==> config.mk <==
export PLATFORM = sky130hd
export DESIGN_NAME = serial_sub17
export DESIGN_NICKNAME = d
export VERILOG_FILES = /design/src/rtl/sub_pkg.sv /design/src/rtl/full_subtractor.sv /design/src/rtl/serial_sub17.sv
export SDC_FILE = /design/constraint.sdc
export NUM_CORES = 1
export LEC_CHECK = 0
export ABC_AREA = 1
export ABC_CLOCK_PERIOD_IN_PS = 1900
export CAP_MARGIN = 10
export CORE_MARGIN = 5
export CORE_UTILIZATION = 54
export CTS_CLUSTER_SIZE = 25
export DETAILED_ROUTE_END_ITERATION = 8
export GPL_TIMING_DRIVEN = 0
export PLACE_DENSITY_LB_ADDON = 0.1
export RECOVER_POWER = 25
export SKIP_CTS_REPAIR_TIMING = 1
export SYNTH_ARGS = -nofsm -noshare
export SYNTH_HDL_FRONTEND = slang
export SYNTH_HIERARCHICAL = 1
export SYNTH_SLANG_ARGS = --single-unit
==> constraint.sdc <==
create_clock -name clk -period 1.9 [get_ports clk]
set_input_delay 0.38 -clock clk [delete_from_list [all_inputs] [get_ports clk]]
set_output_delay 0.38 -clock clk [all_outputs]
set_load 0.02 [all_outputs]
==> src/rtl/sub_pkg.sv <==
// Shared definitions for the serial subtractor datapath.
package sub_pkg;

    localparam int unsigned WIDTH = 17;
    localparam int unsigned CNT_W = $clog2(WIDTH + 1);

    typedef enum logic [1:0] {
        IDLE = 2'd0,
        RUN  = 2'd1,
        DONE = 2'd2
    } state_t;

endpackage

==> src/rtl/full_subtractor.sv <==
// One-bit combinational full subtractor: diff = a - b - bin.
module full_subtractor (
    input  logic a,
    input  logic b,
    input  logic bin,
    output logic diff,
    output logic bout
);

    // Borrow out when a is smaller than b plus the incoming borrow.
    always_comb begin
        diff = a ^ b ^ bin;
        bout = (~a & b) | (~(a ^ b) & bin);
    end

endmodule

==> src/rtl/serial_sub17.sv <==
// Bit-serial two's-complement subtractor, LSB first, one slice per clock.
module serial_sub17
    import sub_pkg::*;
#(
    parameter int unsigned WIDTH = sub_pkg::WIDTH
) (
    input  logic             clk,
    input  logic             rst_n,
    input  logic             start,
    input  logic [WIDTH-1:0] a,
    input  logic [WIDTH-1:0] b,
    output logic             busy,
    output logic             done,
    output logic [WIDTH-1:0] d,
    output logic             bout,
    output logic             ovf
);

    localparam int unsigned CW = $clog2(WIDTH + 1);

    state_t           state;
    logic [WIDTH-1:0] op_a;
    logic [WIDTH-1:0] op_b;
    logic             borrow;
    logic [CW-1:0]    cnt;
    logic             sign_a;
    logic             sign_b;
    logic             slice_diff;
    logic             slice_bout;

    full_subtractor u_slice (
        .a    (op_a[0]),
        .b    (op_b[0]),
        .bin  (borrow),
        .diff (slice_diff),
        .bout (slice_bout)
    );

    // FSM, operand shifters, borrow flop and registered outputs.
    always_ff @(posedge clk) begin
        if (!rst_n) begin
            state  <= IDLE;
            busy   <= 1'b0;
            done   <= 1'b0;
            d      <= '0;
            bout   <= 1'b0;
            ovf    <= 1'b0;
            op_a   <= '0;
            op_b   <= '0;
            borrow <= 1'b0;
            cnt    <= '0;
            sign_a <= 1'b0;
            sign_b <= 1'b0;
        end else begin
            case (state)
                IDLE, DONE: begin
                    done <= 1'b0;
                    if (start) begin
                        op_a   <= a;
                        op_b   <= b;
                        sign_a <= a[WIDTH-1];
                        sign_b <= b[WIDTH-1];
                        d      <= '0;
                        bout   <= 1'b0;
                        ovf    <= 1'b0;
                        borrow <= 1'b0;
                        cnt    <= '0;
                        busy   <= 1'b1;
                        state  <= RUN;
                    end else begin
                        state <= IDLE;
                    end
                end
                RUN: begin
                    d      <= {slice_diff, d[WIDTH-1:1]};
                    op_a   <= op_a >> 1;
                    op_b   <= op_b >> 1;
                    borrow <= slice_bout;
                    cnt    <= cnt + 1'b1;
                    if (cnt == CW'(WIDTH - 1)) begin
                        // The last slice produces the sign bit of D, so
                        // overflow is resolved from it directly.
                        state <= DONE;
                        busy  <= 1'b0;
                        done  <= 1'b1;
                        bout  <= slice_bout;
                        ovf   <= (sign_a != sign_b) && (slice_diff != sign_a);
                    end
                end
                default: begin
                    state <= IDLE;
                    busy  <= 1'b0;
                    done  <= 1'b0;
                end
            endcase
        end
    end

endmodule

Word-level counts from Yosys, hierarchy flattened
Index checks and enable logic that the tools add are counted.
Widths: inputs -> output; s select.
- register bits after elaboration: 65
- bits in latches: 0
- RAM bits: 0
- ROM bits: 0
- bits of input ports: 37
- output and inout port bits: 21
- logic and storage cells: 56
- memories: 0
- $add $sub $neg: 1
- $mul: 0
- div/mod/pow operators: 0
- magnitude comparators: 0
- equal/unequal tests: 7
- shifts and indexed selects: 0
- multiplexer cells: 20
- bitwise operators: 7
- reduce and logical (&&, ||, !) cells: 9
- operators with widths (operator ; count):
    $pmux 17 s2 ; 3
    $mux 17 ; 3
    $pmux 5 s2 ; 1
    $pmux 1 s2 ; 4
    $reduce_and 2->1 ; 4
    $mux 1 ; 6
    $add 5x1->5 const B ; 1
    $eq 5x5->1 const B ; 1
    $mux 5 ; 1
    $ne 2x2->1 const B ; 2
    $pmux 2 s2 ; 1
    $reduce_and 3->1 ; 1
    $and 1x1->1 ; 2
    $eq 2x1->1 const B ; 1
    $eq 2x2->1 const B ; 1
    $logic_not 2->1 ; 1
    $mux 2 ; 1
    $ne 1x1->1 ; 2
    $not 1->1 ; 2
    $reduce_bool 2->1 ; 1
    $reduce_or 2->1 ; 1
    $xor 1x1->1 ; 2
    $logic_and 1x1->1 ; 1
    $or 1x1->1 ; 1

Depth between registers and ports, before layout
- word-level depth: 6
- depth in mapped cells: 9

By module
The synthesis kept the hierarchy.
- modules (own cells, without submodules) (module ; times used ; cells an instance ; area each (sq um)):
    serial_sub17 ; 1 ; 374 ; 2628.8
    full_subtractor ; 1 ; 4 ; 31.3

Worst setup path after synthesis
Ideal clock, no wire load.
- kind: reg-to-reg
- start point: register op_b[0]
- end point: register ovf
- setup time: 0.110 ns
- arrival time: 1.178 ns
- data required time: 1.790 ns
- path slack: 0.613 ns
- cell stages (with the launch flop): 10
- path buffers: 0
- clock period less this slack: 1.287 ns
- path through: dfxtp_1 > inv_1 > fa_1 > inv_1 > nand2_1 > nand2_1 > nand3_1 > nand2_1 > inv_1 > nor2_1
- word-level cells in the longest chain between the ends: 6
- ends and longest elaborated chain (element ; line ; text):
    start, declared ; serial_sub17.sv:23 ; logic [WIDTH-1:0] op_b;
    start signal, assigned ; serial_sub17.sv:77 ; op_b <= op_b >> 1;
    $xor 1x1->1 (2 in series) ; full_subtractor.sv:12 ; diff = a ^ b ^ bin;
    via slice_diff ; serial_sub17.sv:28 ; logic slice_diff;
    $ne 1x1->1 ; serial_sub17.sv:87 ; ovf <= (sign_a != sign_b) && (slice_diff != sign_a);
    $logic_and 1x1->1 ; serial_sub17.sv:87 ;
    $mux 1 ; serial_sub17.sv:80 ; if (cnt == CW'(WIDTH - 1)) begin
    $pmux 1 s2 ; serial_sub17.sv:55 ; case (state)
    end signal, assigned ; serial_sub17.sv:87 ;
    end, declared ; serial_sub17.sv:16 ; output logic ovf
The timed path passes the listed nets, and every way through them passes these cells. The select of a mux whose other input is x is not followed.
A chain may end at the register's enable or synchronous reset.

Worst setup path in the final report
- start point: register d[15]
- end point: output d[15]
- RTL lines (element ; line ; text):
    start, declared ; serial_sub17.sv:14 ; output logic [WIDTH-1:0] d,
    start signal, assigned ; serial_sub17.sv:75 ; d <= {slice_diff, d[WIDTH-1:1]};
No word-level cell between the ends.

==> results by group <==
Clocking
  – Clk buf depth: 2
  – H-tree levels: 3
  – Clock sink total: 65
  – Reg clk slew, reported paths: 0.07 ns
  – CTS tree: built
  – Clk_lat worst skew: about 0.35 ns
  – TritonCTS Buffers: 9
  – Clock root buffer: clkbuf_8

Die
  – Core footprint: 0.004755 mm²
  – Die Wd: 80.19 µm
  – Die H: about 80 µm
  – # rows: 25
  – Die area: about 0.0064 mm²
  – IO Pins: 58
  – Initial Util: 55.95%

Timing
  – Period minus WS final: about 1.7 ns
  – Setup Skew: 0.007678 ns
  – Setup TNS: 0 ns
  – Hold slack: 0.4656 ns
  – RSZ-0062 raised after global routing: false
  – Final period utilization: around 92%
  – Final Hold Viols: 0
  – Final setup violating endpoints: 0
  – Transition time at the pin with the least slew margin: between 0.5 and 0.6 ns
  – Slew headroom: 65.36%
  – Fmax: 0.5733 GHz
  – Max-slew violation count: 0

Synthesis
  – Mapped Area: 0.002660 mm²
  – Main flop type after synthesis: dfxtp_1
  – Yosys Warn Count: 6
  – Post-synth cell types: 18
  – Synth Net Count: 418
  – Synth area leader: dfxtp_1
  – #FFs+latches synth: 65
  – Sequential element share of the synthesized area: 48.92%
  – Synth Instances: ~380
  – Fraction of registers with async set/reset: 0%
  – Top post-synthesis cells by area: dfxtp_1, nand2_1, a21oi_1
  – Synthesized area per cell: 7.037 µm²
  – EDFF count, synth: 0
  – Synth top area share: 48.92%

Critical path
  – Worst path slowest cell: clkdlybuf4s50_1
  – Setup crit start kind: flip-flop
  – Delay-heaviest family, CP: buffers and inverters
  – Crit-path cells: clkdlybuf4s50_1
  – Kind of critical path: flip-flop to output pin
  – Crit-path max FO: 3
  – Worst EP arrival: 1.36 ns
  – Max incr delay on CP: 0.64 ns
  – Crit. End Element: output pin
  – Critical path required time: about 1.5 ns
  – Buf/Inv on CP: 1

Cells and area
  – Final Instance Area: 0.003491 mm²
  – Area of the multi-input gates: 0.001165 mm²
  – Most common cell after layout, fill and taps aside: nand2_1
  – Register area: 0.001301 mm²
  – Layout cells sized above 1: under 10%
  – Final cell utilization of the core: 73.42%
  – Final net count: 486
  – Final Non-Filler Cells: 516
  – Most frequent cells in the layout: nand2_1, dfxtp_1, a21oi_1
  – # diodes: 0
  – Area grow syn2layout: 31.23%
  – Filler Cell Count: 427

Routing
  – Avg WL per Cell: ~12 µm
  – Routed Antenna Nets: 0
  – Initial drt markers: 133
  – Residual DRC: 0
  – Final wirelength: between 6000 and 7000 µm
  – Vias post-DR: between 2000 and 3000
  – 1st-pass router iterations: 6
  – Routed vias/inst: 4.946

Global route
  – Pin count of the biggest net entering global routing: 11
  – Total track usage: ~21%
  – GRT Residual Overflow: 0
  – Antenna violations before repair: 0
  – Vias in the first global route: 2320
  – First-pass GRT wire length: a little over 10000 µm

Run
  – Max-Cap Viols: 0

Power and ir drop
  – Worst vdd ir: 0.5001 mV
  – Pwr per Cell Area: 858.6 mW/mm²
  – Pleak: 1.497 nW

Hold path
  – Hold Path Class: flip-flop to flip-flop

Placement
  – Dpl cell area: ~0.0033 mm²
  – Placed cell count: 502
  – Post-DP HPWL: 4286 µm
  – Port Buf Inserts: 57
  – Final GP Congestion: around 0.77

Status
  – Outcome: completed
==> stage by stage <==
step / setup WS [ns] / power, mW
6_report: 0.1558 / 2.997
5_1_grt: 0.1317 / 3.140
4_1_cts: 0.1569 / 3.021
3_5_place_dp: 0.1607 / 1.899
3_3_place_gp: 0.1972 / 1.891
2_1_floorplan: 0.6126 / 1.742
==> state kept, by name (all words and copies together), names as in the netlist, 2 cells and up <==
name   cells
op_a      17
op_b      17
d         17
cnt        5
state      2
==> path summary, 6_finish.rpt <==
kind                              start           endpoint  slack, ns  cells past startpoint
setup / recovery     d[15]$_SDFFE_PN0P_              d[15]       0.16                      1
hold / removal        d[0]$_SDFFE_PN0P_  d[0]$_SDFFE_PN0P_       0.47                      2
setup reg to reg  state[0]$_SDFFE_PN0P_  d[5]$_SDFFE_PN0P_       0.37                      5
hold reg to reg       d[0]$_SDFFE_PN0P_  d[0]$_SDFFE_PN0P_       0.47                      2
==> layer usage <==
layer / global-route usage, % / up-vias / part of all wire [%]
met1: 24.81 / 1161 / 44
met2: 33.69 / 58 / 48
li1: - / 1319 / -
met4: 9.291 / 0 / 2.4
met3: 6.502 / 14 / 5.0
met5: 0 / - / 0
==> area by class of cell <==
cell class / count / area share, %
Multi-Input combinational cell: 275 / 33.37
Sequential cell: 65 / 37.28
Clock inverter: 4 / 1.290
Inverter: 18 / 2.007
Clock buffer: 10 / 3.943
Timing Repair Buffer: 57 / 16.34
Buffer: 20 / 3.369
Tap cell: 67 / 2.401
==> report_power, final <==
group / switching, mW / leakage [nW] / internal, mW
Sequential: 0.0378 / 0.531 / 1.43
Clock: 0.508 / 0.0978 / 0.620
Combinational: 0.223 / 0.869 / 0.180
Total: 0.768 / 1.50 / 2.23
==> cells in the mapped netlist (2+ instances only) <==
cell type  instances
o21ai_0            6
clkbuf_1           6
nand2_1          157
nor2_1            40
buf_4              3
buf_2              8
buf_6              3
dfxtp_1           65
inv_2              4
a21oi_1           58
ha_1               2
inv_1             13
nand3_1            8
==> logic make-up after synthesis <==
kind of cell,Yosys count,share of synthesized area (%)
AO/OA/AOI/OAI,66,12.56
adder cells (fa/ha/maj),3,1.693
buffers and inverters,38,7.102
flip-flops,65,48.92
AND/OR/NAND/NOR,206,29.73
Power figures use the tool's default switching activity.
